$ cat config.mk
export PLATFORM = sky130hd
export DESIGN_NAME = note_sequencer
export DESIGN_NICKNAME = d
export VERILOG_FILES = /design/src/rtl/note_sequencer.sv
export SDC_FILE = /design/constraint.sdc
export NUM_CORES = 1
export LEC_CHECK = 0
export ABC_AREA = 1
export CORE_MARGIN = 2
export CORE_UTILIZATION = 45
export DETAILED_ROUTE_END_ITERATION = 8
export PLACE_DENSITY = 0.76
export SLEW_MARGIN = 20
export SYNTH_ARGS = -nofsm -noshare
export SYNTH_HDL_FRONTEND = slang
export SYNTH_SLANG_ARGS = --single-unit
$ cat constraint.sdc
create_clock -name clk -period 1.24 [get_ports clk]
set_input_delay 0.124 -clock clk [delete_from_list [all_inputs] [get_ports clk]]
set_output_delay 0.124 -clock clk [all_outputs]
set_load 0.02 [all_outputs]
$ cat src/rtl/note_sequencer.sv
// rtl/note_sequencer.sv - song ROM note sequencer driving a duration timer and tone generator
module note_sequencer #(
    parameter int ADDR_W     = 8,
    parameter int GAP_CYCLES = 2
) (
    input  logic              clk,
    input  logic              reset_n,
    input  logic              play,
    input  logic              loop,
    output logic [ADDR_W-1:0] rom_addr,
    input  logic [15:0]       rom_data,
    output logic [7:0]        dur,
    output logic              dur_start,
    input  logic              dur_done,
    output logic [7:0]        pitch,
    output logic              busy,
    output logic              song_end
);

    typedef enum logic [2:0] {
        S_IDLE,
        S_FETCH,
        S_LOAD,
        S_PLAY,
        S_GAP,
        S_END
    } state_t;

    localparam logic [ADDR_W-1:0] ADDR_ONE = 1;
    // Last value of the gap counter before moving on; unused when the gap is skipped.
    localparam logic [7:0] GAP_LAST = (GAP_CYCLES == 0) ? 8'd0 : 8'(GAP_CYCLES - 1);

    state_t            state;
    state_t            state_nx;
    logic [ADDR_W-1:0] rom_addr_nx;
    logic [7:0]        dur_nx;
    logic              dur_start_nx;
    logic [7:0]        pitch_nx;
    logic              busy_nx;
    logic              song_end_nx;
    logic [7:0]        gap_cnt;
    logic [7:0]        gap_cnt_nx;

    // Next-state and next-output logic; every output is computed here and registered below.
    always_comb begin
        state_nx     = state;
        rom_addr_nx  = rom_addr;
        dur_nx       = dur;
        dur_start_nx = 1'b0;
        pitch_nx     = pitch;
        song_end_nx  = 1'b0;
        gap_cnt_nx   = gap_cnt;

        if (state != S_IDLE && !play) begin
            // Pause: drop to IDLE immediately, silence the tone and keep the address so
            // the current note replays from its start on resume.
            state_nx   = S_IDLE;
            pitch_nx   = 8'd0;
            gap_cnt_nx = 8'd0;
        end else begin
            case (state)
                S_IDLE: begin
                    pitch_nx = 8'd0;
                    if (play) begin
                        state_nx = S_FETCH;
                    end
                end
                S_FETCH: begin
                    // rom_addr is held this cycle so the ROM word is valid in LOAD.
                    state_nx = S_LOAD;
                end
                S_LOAD: begin
                    if (rom_data[7:0] == 8'd0) begin
                        state_nx    = S_END;
                        song_end_nx = 1'b1;
                        rom_addr_nx = '0;
                    end else begin
                        pitch_nx     = rom_data[15:8];
                        dur_nx       = rom_data[7:0];
                        dur_start_nx = 1'b1;
                        state_nx     = S_PLAY;
                    end
                end
                S_PLAY: begin
                    // A done pulse alongside our own start pulse belongs to an older note.
                    if (dur_done && !dur_start) begin
                        pitch_nx = 8'd0;
                        if (GAP_CYCLES == 0) begin
                            rom_addr_nx = rom_addr + ADDR_ONE;
                            state_nx    = S_FETCH;
                        end else begin
                            gap_cnt_nx = 8'd0;
                            state_nx   = S_GAP;
                        end
                    end
                end
                S_GAP: begin
                    if (gap_cnt == GAP_LAST) begin
                        gap_cnt_nx  = 8'd0;
                        rom_addr_nx = rom_addr + ADDR_ONE;
                        state_nx    = S_FETCH;
                    end else begin
                        gap_cnt_nx = gap_cnt + 8'd1;
                    end
                end
                S_END: begin
                    // play is known to be 1 here; the pause branch handles play=0.
                    if (loop) begin
                        state_nx = S_FETCH;
                    end else begin
                        state_nx = S_IDLE;
                    end
                end
                default: begin
                    state_nx = S_IDLE;
                    pitch_nx = 8'd0;
                end
            endcase
        end

        busy_nx = (state_nx != S_IDLE);
    end

    // State and registered outputs, cleared asynchronously by reset.
    always_ff @(posedge clk or negedge reset_n) begin
        if (!reset_n) begin
            state     <= S_IDLE;
            rom_addr  <= '0;
            dur       <= 8'd0;
            dur_start <= 1'b0;
            pitch     <= 8'd0;
            busy      <= 1'b0;
            song_end  <= 1'b0;
            gap_cnt   <= 8'd0;
        end else begin
            state     <= state_nx;
            rom_addr  <= rom_addr_nx;
            dur       <= dur_nx;
            dur_start <= dur_start_nx;
            pitch     <= pitch_nx;
            busy      <= busy_nx;
            song_end  <= song_end_nx;
            gap_cnt   <= gap_cnt_nx;
        end
    end

endmodule

**Word level (Yosys, flattened, before mapping)**

Cells that the tools add are included.

- Flip-flop bits (word level): 38
- Input port bits: 21

- Multiplexer cells: 23
- Reductions and logical operators: 15
- Equality and inequality tests: 11
- $add $sub $neg: 2
- Bitwise gates (word level): 2

Operators with widths:

| operator | number |
|---|---|
| $mux 8 | 7 |
| $pmux 8 s2 | 2 |
| $pmux 8 s3 | 1 |
| $pmux 3 s6 | 1 |
| $add 8x1->8 const B | 2 |
| $mux 3 | 5 |
| $reduce_bool 3->1 | 3 |
| $eq 8x1->1 const B | 1 |
| $logic_not 8->1 | 1 |
| $mux 1 | 7 |
| $eq 3x2->1 const B | 2 |
| $eq 3x3->1 const B | 2 |
| $ne 3x3->1 const B | 2 |
| $reduce_and 3->1 | 2 |
| $ne 2x2->1 const B | 2 |
| $reduce_and 4->1 | 1 |
| $eq 3x1->1 const B | 1 |
| $logic_not 3->1 | 1 |
| $reduce_or 3->1 | 1 |
| $logic_and 1x1->1 | 2 |
| $logic_not 1->1 | 2 |
| $ne 2x1->1 const B | 1 |
| $not 1->1 | 2 |
| $reduce_and 2->1 | 1 |
| $reduce_bool 2->1 | 1 |

**Longest topological paths before layout**

- Depth after elaboration: 6
- Mapped depth: 10
- Gate-level depth less buffers: 10

**Worst setup path after synthesis**

OpenSTA, ideal clock, no wires.

- Kind: register to register
- Start: register gap_cnt[1]
- End: register rom_addr[5]
- Stages on the path, launching flop included: 11
- Setup slack: -0.078 ns
- Required time: 1.175 ns
- Arrival time: 1.253 ns
- Setup time: 0.065 ns
- Path through: dfrtp_1 -> inv_1 -> ha_1 -> nand2_1 -> nor2_1 -> nand2_1 -> nand2_2 -> nand2_4 -> nor2_4 -> nand2_1 -> nand2_1

- Longest elaborated chain between the ends: 3

Ends and longest elaborated chain:

| item | line | RTL |
|---|---|---|
| start, declared | 41 | `logic [7:0] gap_cnt;` |
| start signal, assigned | 143 | `gap_cnt <= gap_cnt_nx;` |
| $eq 8x1->1 | 98 | `if (gap_cnt == GAP_LAST) begin` |
| $ne 2x2->1 (no source line) | -- |  |
| $reduce_and 4->1 (no source line) | -- |  |
| end signal, assigned | 137 | `rom_addr <= rom_addr_nx;` |
| end, declared | 10 | `output logic [ADDR_W-1:0] rom_addr,` |

Every way passes these cells.
A chain may end at the register's enable or synchronous reset.

**Final worst setup path**

- Start: register gap_cnt[1]
- End: register rom_addr[7]

Same word-level chain as after synthesis.

==> flow_summary.toml <==
[die]
initial_core_util_pct = 47.38
coreArea_um2 = 4444
ios = 48
die_w_um = 72.41
die_area_um2 = 5242
die_h_um = 72.41
rows = 24

[cells_and_area]
fillers = 264
nNetsFinal = 390
antenna_cells = 0
multiInputGateArea_um2 = 1300
seqCellArea_um2 = 952.2
layout_common_cells = "60 x nand2_1, 37 x dfrtp_1, 33 x nand2_2"
final_common_cell = "nand2_1"
syn2layout_area_growth_pct = 66.79
drive_gt1_share_pct = 41.96

[sta]
finalSetupTns_ps = -7856
finalHoldViolations = 0
final_max_slew_viol_count = 0
fmax_mhz = 654.5
finalWorstSetupSlack_ps = -287.9
slew_headroom_pct = 72.90
clock_skew_ps = 15.46
layout_min_cycle_time_ps = 1528
setup_viol = 37
post-route-period-util_pct = 123.2
tightest_slew_ps = 406.5
grt_setup_unrepaired = "yes"
whs_ps = 306.9

[clock_network]
cts.sinks = 38
ctsRootBufferMaster = "clkbuf_8"
htreeDepth = 2
clkLatencyLatePin_ps = 300
numCtsBuffers = 5
clkTransAtPathRegs_ps = 80
cts_tree = "yes"
cts_buffer_depth = 2

[drt]
drtIter0Drc = 221
vias = 2198
drt_wl_total_um = 6771
drc = 0
detail_route.vias_per_cell = 5.246
wl_per_cell_um = 16.16
firstDrtPassIters = 4
ant_nets = 0

[grt]
grt_pass1_vias = 2086
grt-ovfl-total = 0
grt_max_degree = 24
grt_pass1_wl_um = 9694
grt_usage_pct = 23.97
grt_antenna_before_repair = 0

[synth]
seq_area_frac_synth_pct = 45.16
synth_warnings = 0
synth_area_um2 = 2106
synthTopCellsByArea = "dfrtp_1 45%, nand2_1 16%, nand3_1 5.5%"
synth_top_area_share_pct = 45.16
yosys_register_bits = 38
avgSynthCellArea_um2 = 7.976
synth_cell_type_count = 31
synthCells = 264
synth_top_area_cell = "dfrtp_1"
syn_nets = 288

[worst_setup_path]
cp_cell_sequence = "inv_1 > ha_2 > nand2_2 > nor2_2 > nand2_2 > nand2_4 > nand2_4 > nor2_4 > nand2_1 > nand2_1"
rrSetupSlack_ps = -290
cp.arrival_ps = 1760
start_kind = "flop"
crit_required_ps = 1470
rr_startpoint = "gap_cnt[1]$_DFFE_PN0P_"
end_kind = "flop"
cpMaxStageDelayCell = "dfrtp_1"
worst_r2r_endpoint = "rom_addr[7]$_DFFE_PN0P_"
worst-path-buf-inv = 1
crit_family = "simple AND/OR/NAND/NOR gates"
r2r.worst_path.cells = 10
critPathKind = "flop to flop"
cp_max_fo = 8
cp_slowest_stage_delay_ps = 390

[outcome]
violations = "negative setup slack"
outcome = "complete, but fails checks"

[power]
p_leak_nw = 1.802
power_mw = 6.523
power_density_nw_per_um2 = 1857
ir_worst_vdd_uv = 1195

[place]
dp_hpwl_um = 3594
portBuffers = 47
gp_congestion = 0.8337

[hold_path]
hp-class = "primary input to async pin"

[run]
drv_cap = 0
-- what timing repair did --
| item | CTS | global route |
|---|---|---|
| endpoints found under the setup margin | 62 | 39 |
| hold endpoints to repair | 15 | 0 |
| cloned | 1 | 1 |
| gates resized for setup | 66 | 66 |
| buffers inserted | 14 | 5 |
| hold buffers | 1 | 0 |
| pin swaps | 3 | 39 |
-- worst register-to-register path: cells and delay by family (launching register included) --
family / cells / cell delay (ps)
buffers and inverters: 1 / 70
flip-flops: 1 / 390
AND/OR/NAND/NOR: 8 / 820
adder cells (fa/ha/maj): 1 / 190
-- Yosys cell counts --
| master | number |
|---|---|
| a21oi_1 | 2 |
| buf_2 | 1 |
| buf_6 | 1 |
| buf_8 | 1 |
| clkbuf_1 | 1 |
| dfrtp_1 | 38 |
| ha_1 | 3 |
| inv_1 | 22 |
| inv_2 | 7 |
| inv_4 | 1 |
| nand2_1 | 89 |
| nand2_2 | 10 |
| nand2_4 | 3 |
| nand3_1 | 23 |
| nand3_2 | 3 |
| nand3_4 | 1 |
| nand3b_4 | 1 |
| nand4_1 | 9 |
| nor2_1 | 27 |
| nor2_2 | 1 |
| nor2_4 | 1 |
| nor2_8 | 1 |
| nor3_1 | 2 |
| nor3b_1 | 1 |
| o21ai_0 | 3 |
| o21ai_2 | 5 |
| o21ai_4 | 2 |
| o31ai_1 | 1 |
| or2_2 | 1 |
| xnor2_1 | 2 |
| xor2_1 | 1 |
-- cells by family after synthesis --
family,count (synthesis),share of synthesized area [%]
adder cells (fa/ha/maj),3,1.783
flip-flops,38,45.16
XOR/XNOR,3,1.248
buffers and inverters,34,7.130
AND/OR/NAND/NOR,173,39.51
AO/OA/AOI/OAI,13,5.169
-- flip-flops by register name, summed over array words and instances (netlist names) --
signal and cells:
pitch 8, state 3, dur 8, gap_cnt 8
dur_start 1, busy 1, rom_addr 8, song_end 1
-- worst max path at each step --
| stage | depth (start not counted) | startpoint | endpoint | slack (ps) |
|---|---|---|---|---|
| after floorplan | 10 | gap_cnt[1]$_DFFE_PN0P_ | rom_addr[5]$_DFFE_PN0P_ | -80 |
| after global placement | 9 | rom_data[7] | dur[5]$_DFFE_PN0P_ | -270 |
| after detailed placement | 9 | rom_data[7] | pitch[1]$_DFFE_PN0P_ | -320 |
| after CTS | 10 | gap_cnt[1]$_DFFE_PN0P_ | rom_addr[6]$_DFFE_PN0P_ | -240 |
| after global routing | 10 | gap_cnt[1]$_DFFE_PN0P_ | rom_addr[7]$_DFFE_PN0P_ | -360 |
| final | 10 | gap_cnt[1]$_DFFE_PN0P_ | rom_addr[7]$_DFFE_PN0P_ | -290 |
-- layout make-up --
class,count,share of cell area (%)
flip-flops and latches,38,27.11
repair buffers,99,26.93
clock buffers,5,1.959
inverters,30,3.990
well taps,52,1.853
clock inverters,3,1.140
multi-input cells,192,37.01
-- power by group --
part	internal (mW)	switching (mW)	leakage (nW)	total (mW)
Sequential	1.53	0.256	0.509	1.79
Combinational	1.60	2.07	1.23	3.67
Clock	0.592	0.471	0.0579	1.06
Total	3.73	2.80	1.80	6.52
-- metal layers --
metal,vias to the layer above,global-route usage (%),part of all wire [%]
met2,96,42.30,54
met4,0,7.407,1.8
met5,-,0,0
met1,1049,29.71,38
met3,12,4.583,6.5
li1,1041,-,-
-- through the flow --
stage	cell area (um2)	utilization (%)	instances	worst slack [ps]
2_1_floorplan	2106	-	264	-78.07
3_3_place_gp	2914	65.57	394	-273.2
3_5_place_dp	2914	65.57	394	-316.3
4_1_cts	3272	73.62	417	-240.6
5_1_grt	3512	79.03	419	-357.2
6_report	3512	79.03	419	-287.9
(Power assumes the default switching activity.)
